**src/rtl/binary_median_window_engine.sv**
```systemverilog
// binary_median_window_engine
//   Scans a WIN x WIN window across an IMG_W x IMG_H 1-bit image held in an
//   external memory. It reads one pixel per cycle and emits one binary median
//   (1 iff ones > WIN*WIN/2) for every interior window position.
//
// Ports
//   clk            rising-edge clock
//   reset          asynchronous, active-low reset
//   start          level; launches a full-image scan when sampled in IDLE
//   init           returns DONE to IDLE; ignored elsewhere
//   xAddressOut    pixel column being read
//   yAddressOut    pixel row being read
//   rdEn           address valid this cycle
//   dataIn         pixel returned RD_LAT cycles after rdEn
//   medianDataOut  median of the last emitted window
//   medianValid    one-cycle strobe qualifying medianDataOut/outX/outY
//   outX, outY     top-left coordinate of the emitted window
//   busy           high in FETCH/DRAIN/EMIT
//   fullImageDone  high while in DONE
module binary_median_window_engine #(
  parameter int IMG_W  = 128,
  parameter int IMG_H  = 128,
  parameter int ADDR_W = 8,
  parameter int WIN    = 3,
  parameter int RD_LAT = 1
) (
  input  logic              clk,
  input  logic              reset,
  input  logic              start,
  input  logic              init,
  output logic [ADDR_W-1:0] xAddressOut,
  output logic [ADDR_W-1:0] yAddressOut,
  output logic              rdEn,
  input  logic              dataIn,
  output logic              medianDataOut,
  output logic              medianValid,
  output logic [ADDR_W-1:0] outX,
  output logic [ADDR_W-1:0] outY,
  output logic              busy,
  output logic              fullImageDone
);

  localparam int NPIX  = WIN * WIN;
  localparam int CNT_W = $clog2(WIN);
  localparam int SUM_W = $clog2(NPIX + 1);
  localparam int DRN_W = (RD_LAT > 1) ? $clog2(RD_LAT) : 1;

  localparam logic [CNT_W-1:0]  LAST_IDX = CNT_W'(WIN - 1);
  localparam logic [ADDR_W-1:0] LAST_X   = ADDR_W'(IMG_W - WIN);
  localparam logic [ADDR_W-1:0] LAST_Y   = ADDR_W'(IMG_H - WIN);
  localparam logic [SUM_W-1:0]  HALF     = SUM_W'(NPIX / 2);
  localparam logic [DRN_W-1:0]  LAST_DRN = DRN_W'(RD_LAT - 1);

  typedef enum logic [2:0] {
    IDLE,
    FETCH,
    DRAIN,
    EMIT,
    DONE
  } stateT;

  stateT             state;
  logic [ADDR_W-1:0] winX;
  logic [ADDR_W-1:0] winY;
  logic [CNT_W-1:0]  rowCnt;
  logic [CNT_W-1:0]  colCnt;
  logic [DRN_W-1:0]  drainCnt;
  logic [SUM_W-1:0]  sum;
  logic [RD_LAT-1:0] retPipe;

  // Delayed copy of rdEn; the tail marks the cycle in which dataIn is valid.
  always_ff @(posedge clk or negedge reset) begin
    if (!reset) begin
      retPipe <= '0;
    end else begin
      retPipe[0] <= rdEn;
      for (int unsigned i = 1; i < RD_LAT; i++) begin
        retPipe[i] <= retPipe[i-1];
      end
    end
  end

  // The address outputs are registered, so each transition loads the address
  // of the read issued in the following cycle rather than the current one.
  always_ff @(posedge clk or negedge reset) begin
    if (!reset) begin
      state         <= IDLE;
      winX          <= '0;
      winY          <= '0;
      rowCnt        <= '0;
      colCnt        <= '0;
      drainCnt      <= '0;
      sum           <= '0;
      xAddressOut   <= '0;
      yAddressOut   <= '0;
      rdEn          <= 1'b0;
      medianDataOut <= 1'b0;
      medianValid   <= 1'b0;
      outX          <= '0;
      outY          <= '0;
      busy          <= 1'b0;
      fullImageDone <= 1'b0;
    end else begin
      medianValid <= 1'b0;
      // Only accumulate when a read is actually returning; dataIn is a
      // don't-care otherwise.
      if (retPipe[RD_LAT-1]) begin
        sum <= sum + SUM_W'(dataIn);
      end

      case (state)
        IDLE: begin
          if (start) begin
            state       <= FETCH;
            busy        <= 1'b1;
            rdEn        <= 1'b1;
            winX        <= '0;
            winY        <= '0;
            rowCnt      <= '0;
            colCnt      <= '0;
            xAddressOut <= '0;
            yAddressOut <= '0;
            sum         <= '0;
          end
        end

        FETCH: begin
          if (rowCnt == LAST_IDX) begin
            rowCnt <= '0;
            if (colCnt == LAST_IDX) begin
              state    <= DRAIN;
              rdEn     <= 1'b0;
              colCnt   <= '0;
              drainCnt <= '0;
            end else begin
              colCnt      <= colCnt + 1'b1;
              xAddressOut <= winX + ADDR_W'(colCnt + 1'b1);
              yAddressOut <= winY;
            end
          end else begin
            rowCnt      <= rowCnt + 1'b1;
            yAddressOut <= winY + ADDR_W'(rowCnt + 1'b1);
          end
        end

        DRAIN: begin
          if (drainCnt == LAST_DRN) begin
            state <= EMIT;
          end else begin
            drainCnt <= drainCnt + 1'b1;
          end
        end

        EMIT: begin
          medianDataOut <= (sum > HALF);
          medianValid   <= 1'b1;
          outX          <= winX;
          outY          <= winY;
          if (winX == LAST_X && winY == LAST_Y) begin
            state         <= DONE;
            busy          <= 1'b0;
            fullImageDone <= 1'b1;
          end else begin
            state  <= FETCH;
            rdEn   <= 1'b1;
            sum    <= '0;
            rowCnt <= '0;
            colCnt <= '0;
            if (winX == LAST_X) begin
              winX        <= '0;
              winY        <= winY + 1'b1;
              xAddressOut <= '0;
              yAddressOut <= winY + 1'b1;
            end else begin
              winX        <= winX + 1'b1;
              xAddressOut <= winX + 1'b1;
              yAddressOut <= winY;
            end
          end
        end

        DONE: begin
          if (init) begin
            state         <= IDLE;
            fullImageDone <= 1'b0;
          end
        end

        default: begin
          state <= IDLE;
        end
      endcase
    end
  end

endmodule

```
**config.mk**
```make
export PLATFORM = sky130hd
export DESIGN_NAME = binary_median_window_engine
export DESIGN_NICKNAME = d
export VERILOG_FILES = /design/src/rtl/binary_median_window_engine.sv
export SDC_FILE = /design/constraint.sdc
export NUM_CORES = 1
export LEC_CHECK = 0
export ABC_AREA = 1
export BUFFER_PORTS_ARGS = -buffer_cell sky130_fd_sc_hd__clkbuf_2
export CAP_MARGIN = 20
export CORE_MARGIN = 2
export CORE_UTILIZATION = 45
export DETAILED_ROUTE_END_ITERATION = 7
export PLACE_DENSITY = 0.63
export SETUP_SLACK_MARGIN = 0.02
export SLEW_MARGIN = 10
export SYNTH_ARGS = -nofsm -noshare
export SYNTH_HDL_FRONTEND = slang
export SYNTH_SLANG_ARGS = --single-unit
export TNS_END_PERCENT = 30
```
**constraint.sdc**
```tcl
create_clock -name clk -period 3.79 [get_ports clk]
set_input_delay 0.758 -clock clk [delete_from_list [all_inputs] [get_ports clk]]
set_output_delay 0.758 -clock clk [all_outputs]
set_load 0.01 [all_outputs]
```
* After elaboration in Yosys (flattened, before gate mapping)
Index checks and enable logic that the tools add are counted.
** Word-level totals
- Word-level logic and storage cells :: 105
- Bits in registers :: 66
- Bits of input ports :: 5
** Cells by class
- Reduce and logical (&&, ||, !) cells :: 16
- Order comparisons :: 1
- Equality and inequality tests :: 17
- Muxes and demuxes :: 44
- Add/subtract/negate cells :: 10
** Operators with widths (number)
- $mux W8 :: 9
- $pmux W8 S3 :: 2
- $pmux W8 S2 :: 2
- $mux W3 :: 6
- $add A8 B1 Y8 const B :: 2
- $add A8 B3 Y8 :: 2
- $eq A8 B7 Y1 const B :: 2
- $ne A2 B2 Y1 const B :: 8
- $pmux W3 S5 :: 1
- $reduce_and A3 Y1 :: 5
- $reduce_and A5 Y1 :: 3
- $mux W4 :: 3
- $pmux W2 S3 :: 2
- $mux W2 :: 5
- $mux W1 :: 9
- $pmux W4 S2 :: 1
- $reduce_and A4 Y1 :: 2
- $add A2 B1 Y3 const B :: 2
- $eq A3 B2 Y1 const B :: 2
- $pmux W1 S2 :: 3
- $reduce_bool A2 Y1 :: 3
- $add A2 B1 Y2 const B :: 2
- $add A4 B1 Y4 :: 1
- $eq A2 B2 Y1 const B :: 2
- 9 further kinds :: 9

* Logic depth before layout (Yosys ltp)
- Depth in word-level cells :: 5
- Mapped depth :: 11

* Worst setup path before layout
Ideal clock, no wire load.
- Kind :: flip-flop to flip-flop
- From :: register winX[1]
- To :: register winY[3]
- Data required time :: 3664 ps
- Arrival :: 1498 ps
- Setup time :: 126 ps
- Cell stages (with the launch flop) :: 11
- Buffers on the path :: 1
- Slack :: 2166 ps
- Cells stage by stage :: dfrtp_1 inv_1 ha_1 nand3_2 nor2_8 nand2_2 nand2_4 nand2_4 inv_4 buf_6 o21ai_0
** On the way
- Cells in the longest elaborated chain, start to end :: 4
** RTL lines
- start, declared :: RTL line 63 : logic [ADDR_W-1:0] winX;
- start signal, assigned :: RTL line 175 : winX <= winX + 1'b1;
- $eq A8 B7 Y1 (*) :: RTL line 159, 169
- $mux W8 / $logic_and A1 B1 Y1 (equally long branches)
- $mux W8 / $ne A2 B2 Y1 (equally long branches)
- $pmux W8 S2 / $reduce_and A3 Y1 (equally long branches)
- end signal, assigned :: RTL line 171 : winY <= winY + 1'b1;
- end, declared :: RTL line 64 : logic [ADDR_W-1:0] winY;
Mark *: on every way between the ends. The rest lies on a longest branch, timed or not. The select of a mux whose other input is x is not followed.
A chain may end at the register's enable or synchronous reset.

* Final worst setup path
- From :: register state[1]
- To :: register xAddressOut[2]
** On the way
- Cells in the longest elaborated chain, start to end :: 3
** RTL lines
- start, declared :: RTL line 62 : stateT state;
- start signal, assigned :: RTL line 87 : state <= IDLE;
- start signal, assigned :: RTL line 114 : state <= FETCH;
- start signal, assigned :: RTL line 131 : state <= DRAIN;
- $eq A3 B2 Y1, or another cell as far along :: RTL line 111 : case (state)
- $ne A2 B2 Y1 (no line) / $reduce_bool A3 Y1 (equally long branches)
- $reduce_and A5 Y1 (no line)
- end signal, assigned :: RTL line 137 : xAddressOut <= winX + ADDR_W'(colCnt + 1'b1);
- end signal, assigned :: RTL line 176 : xAddressOut <= winX + 1'b1;
- end, declared :: RTL line 31 : output logic [ADDR_W-1:0] xAddressOut,
Several ways; a longest one is shown, not always the timed one.

==> results.yml <==
clock_network:
  cts.repair.resized: 0
  numCtsBuffers: 9
  cts_max_level: 3
  clockBufferDepth: 2
  clk_latency_ns: 0.35
  path_clk_slew_ns: 0.07
  post_cts_buffers: 0
  cts-root-buf: "clkbuf_8"
  cts_tree: "built"
  cts_hold_buffers: 0
  cts_sinks: 65
logic_synthesis:
  ys_seq_area_frac: 0.464
  synth_nets: 466
  ys_warn_count: 0
  synth.avg_cell_area_um2: 7.83
  synth_cells: 448
  synth_cell_types: 31
  syn_area_mm2: 0.00351
  synth-seq-cells: 65
timing:
  whs_ns: 0.470
  fin_setup_tns_ns: 0
  relSlewSlack: 0.385
  rsz0062_at_grt: "false"
  finalSetupViolCount: 0
  fmax_mhz: 455
  min_period_over_period: 0.580
  hold_viol_final: 0
  post-route-min-period_ns: 2.20
  skew_ns: 0.0117
  tightestPinTransition_ns: 0.917
  maxSlewViolCount: 0
  setup_ws_ns: 1.59
layout:
  diodes: 0
  n_fill_cell: 766
  final_core_util: 0.529
  drive_gt1_frac: 0.164
  synthToLayoutAreaGrowth_pct: 15.3
  stdcell_area_mm2: 0.00404
  final_common_cell: "nand2_1"
  final_cells: 601
  final_nets: 512
  layout_common_cells: "nand2_1 (156), dfrtp_1 (65), o21ai_0 (43), clkbuf_2 (41)"
power_and_ir_drop:
  leakagePower_nw: 2.17
  p_int_mw: 1.51
  p_switching_mw: 1.04
  pwr_density_cell_mw_per_mm2: 631
  p_sw_frac: 0.409
  power_mw: 2.55
  pwr-share-seq: 0.370
  ir_drop_v: 0.000406
  pwr-share-clk: 0.267
  p_comb_frac: 0.363
placement:
  place_congestion: 0.912
  postPlaceCellArea_mm2: 0.00381
  dp_cells: 585
  port_buffers: 41
  place_ws_ns: 1.59
  hpwl_um: 5940
floorplanning:
  dieWidth_um: 92.3
  core-area_mm2: 0.00765
  die_area_mm2: 0.00852
  ios: 42
  initial_utilization: 0.459
  die_h_um: 92.3
  core.rowCount: 32
detailed_routing:
  drcViolationCount: 0
  drtAntennaViolNets: 0
  drtPass1Iterations: 4
  wl_per_cell_um: 13.6
  dr_total_vias: 3105
  drtIter0Drc: 255
  post_drt_via_cell_ratio: 5.17
  wirelength_um: 8180
hold_path:
  min_path_type: "reg -> reg"
critical_path:
  worstPathMaxFanout: 37
  setup.worst_path.end_class: "flip-flop"
  crit_type: "reg -> reg"
  start_kind: "flip-flop"
  cp_data_required_time_ns: 4.08
  cp.arrival_ns: 2.49
job:
  maxCapViolations: 0
outcome:
  status: "finished, final reports clean"
grt:
  antenna_found_initial: 0
  track_usage: 0.210
  overflow: 0
  grt_max_degree: 38
  grt_pass1_wl_um: 14000
  grt_pass1_vias: 2950
==> sequential cells by signal, summed over array words and instances, names as in the netlist, 2 cells and up <==
| name | flops |
|---|---|
| outX | 8 |
| outY | 8 |
| winX | 8 |
| winY | 8 |
| xAddressOut | 8 |
| yAddressOut | 8 |
| sum | 4 |
| state | 3 |
| colCnt | 2 |
| rowCnt | 2 |
==> layout make-up <==
type / count / area [µm²] / area share
repair buffers: 42 / 225 / 0.0557
clock inverters: 6 / 90.1 / 0.0223
flip-flops and latches: 65 / 1630 / 0.402
well taps: 102 / 128 / 0.0316
clock buffers: 10 / 138 / 0.0340
inverters: 48 / 188 / 0.0464
multi-input cells: 328 / 1650 / 0.408
==> cell usage after synthesis <==
cell,instances,area share
inv_4,3,0.0054
nand4_1,3,0.0054
nand3_2,2,0.0057
o21ai_0,43,0.061
nor2_8,1,0.0057
o21ai_1,6,0.0086
o311ai_0,1,0.0025
nand2_1,156,0.17
inv_1,40,0.043
nand4_2,1,0.0036
nor3_2,1,0.0029
a21oi_1,11,0.016
buf_4,1,0.0021
nor2_4,3,0.0096
xor2_1,4,0.010
nor3_1,3,0.0043
nand3_1,40,0.057
nor2_1,27,0.029
o31ai_1,1,0.0021
clkinv_1,1,0.0011
nand2_4,3,0.0096
clkbuf_1,4,0.0043
o21bai_1,1,0.0021
ha_1,11,0.039
inv_2,4,0.0043
fa_1,2,0.011
o21ai_2,3,0.0075
buf_6,2,0.0064
dfrtp_1,65,0.46
nand2_2,3,0.0054
o211ai_1,2,0.0043
==> critical path, stage by stage, from the launching register on <==
cell and delay [ns]:
dfrtp_1 0.42, inv_2 0.06, nor3_2 0.74, inv_4 0.30
nor2_4 0.29, nand2_1 0.11, o31ai_1 0.08, nand2_1 0.08
nand2_1 0.06
==> logic make-up (layout without fill, tap and decap cells) <==
family,Yosys count,in the layout,share of synthesized area
adders and majority gates,13,13,0.0507
xor gates and xnor gates,4,4,0.00999
and+or+nand+nor,243,243,0.305
DFF,65,65,0.464
buffers and inverters,55,106,0.0664
AOI/OAI and AO/OA,68,68,0.104
==> path summary, 6_finish.rpt <==
check | endpoint | startpoint | slack [ns] | depth (start not counted)
max | xAddressOut[2]$_DFFE_PN0P_ | state[1]$_DFFE_PN0P_ | 1.59 | 8
min | yAddressOut[0]$_DFFE_PN0P_ | yAddressOut[0]$_DFFE_PN0P_ | 0.47 | 2
max reg2reg | xAddressOut[2]$_DFFE_PN0P_ | state[1]$_DFFE_PN0P_ | 1.59 | 8
min reg2reg | yAddressOut[0]$_DFFE_PN0P_ | yAddressOut[0]$_DFFE_PN0P_ | 0.47 | 2
max in group asynchronous | yAddressOut[5]$_DFFE_PN0P_ | reset | 2.61 | 2
min in group asynchronous | winX[7]$_DFFE_PN0P_ | reset | 0.51 | 1
==> power groups by stage <==
stage / Sequential [mW] / Combinational, mW / Clock (mW)
finish: 0.943 / 0.927 / 0.682
global route: 0.963 / 1.06 / 0.734
CTS: 0.946 / 0.931 / 0.698
detailed placement: 0.958 / 0.919 / 0
global placement: 0.955 / 0.909 / 0
floorplan: 0.974 / 0.626 / 0
==> routing by layer <==
layer / part of all wire / wire length [µm] / up-vias / track usage
li1: - / - / 1544 / -
met4: 0.026 / 210 / 0 / 0.0896
met5: 0 / 0 / - / 0
met1: 0.50 / 4070 / 1449 / 0.308
met2: 0.43 / 3500 / 95 / 0.300
met3: 0.048 / 390 / 17 / 0.0468
(Power assumes the default switching activity.)
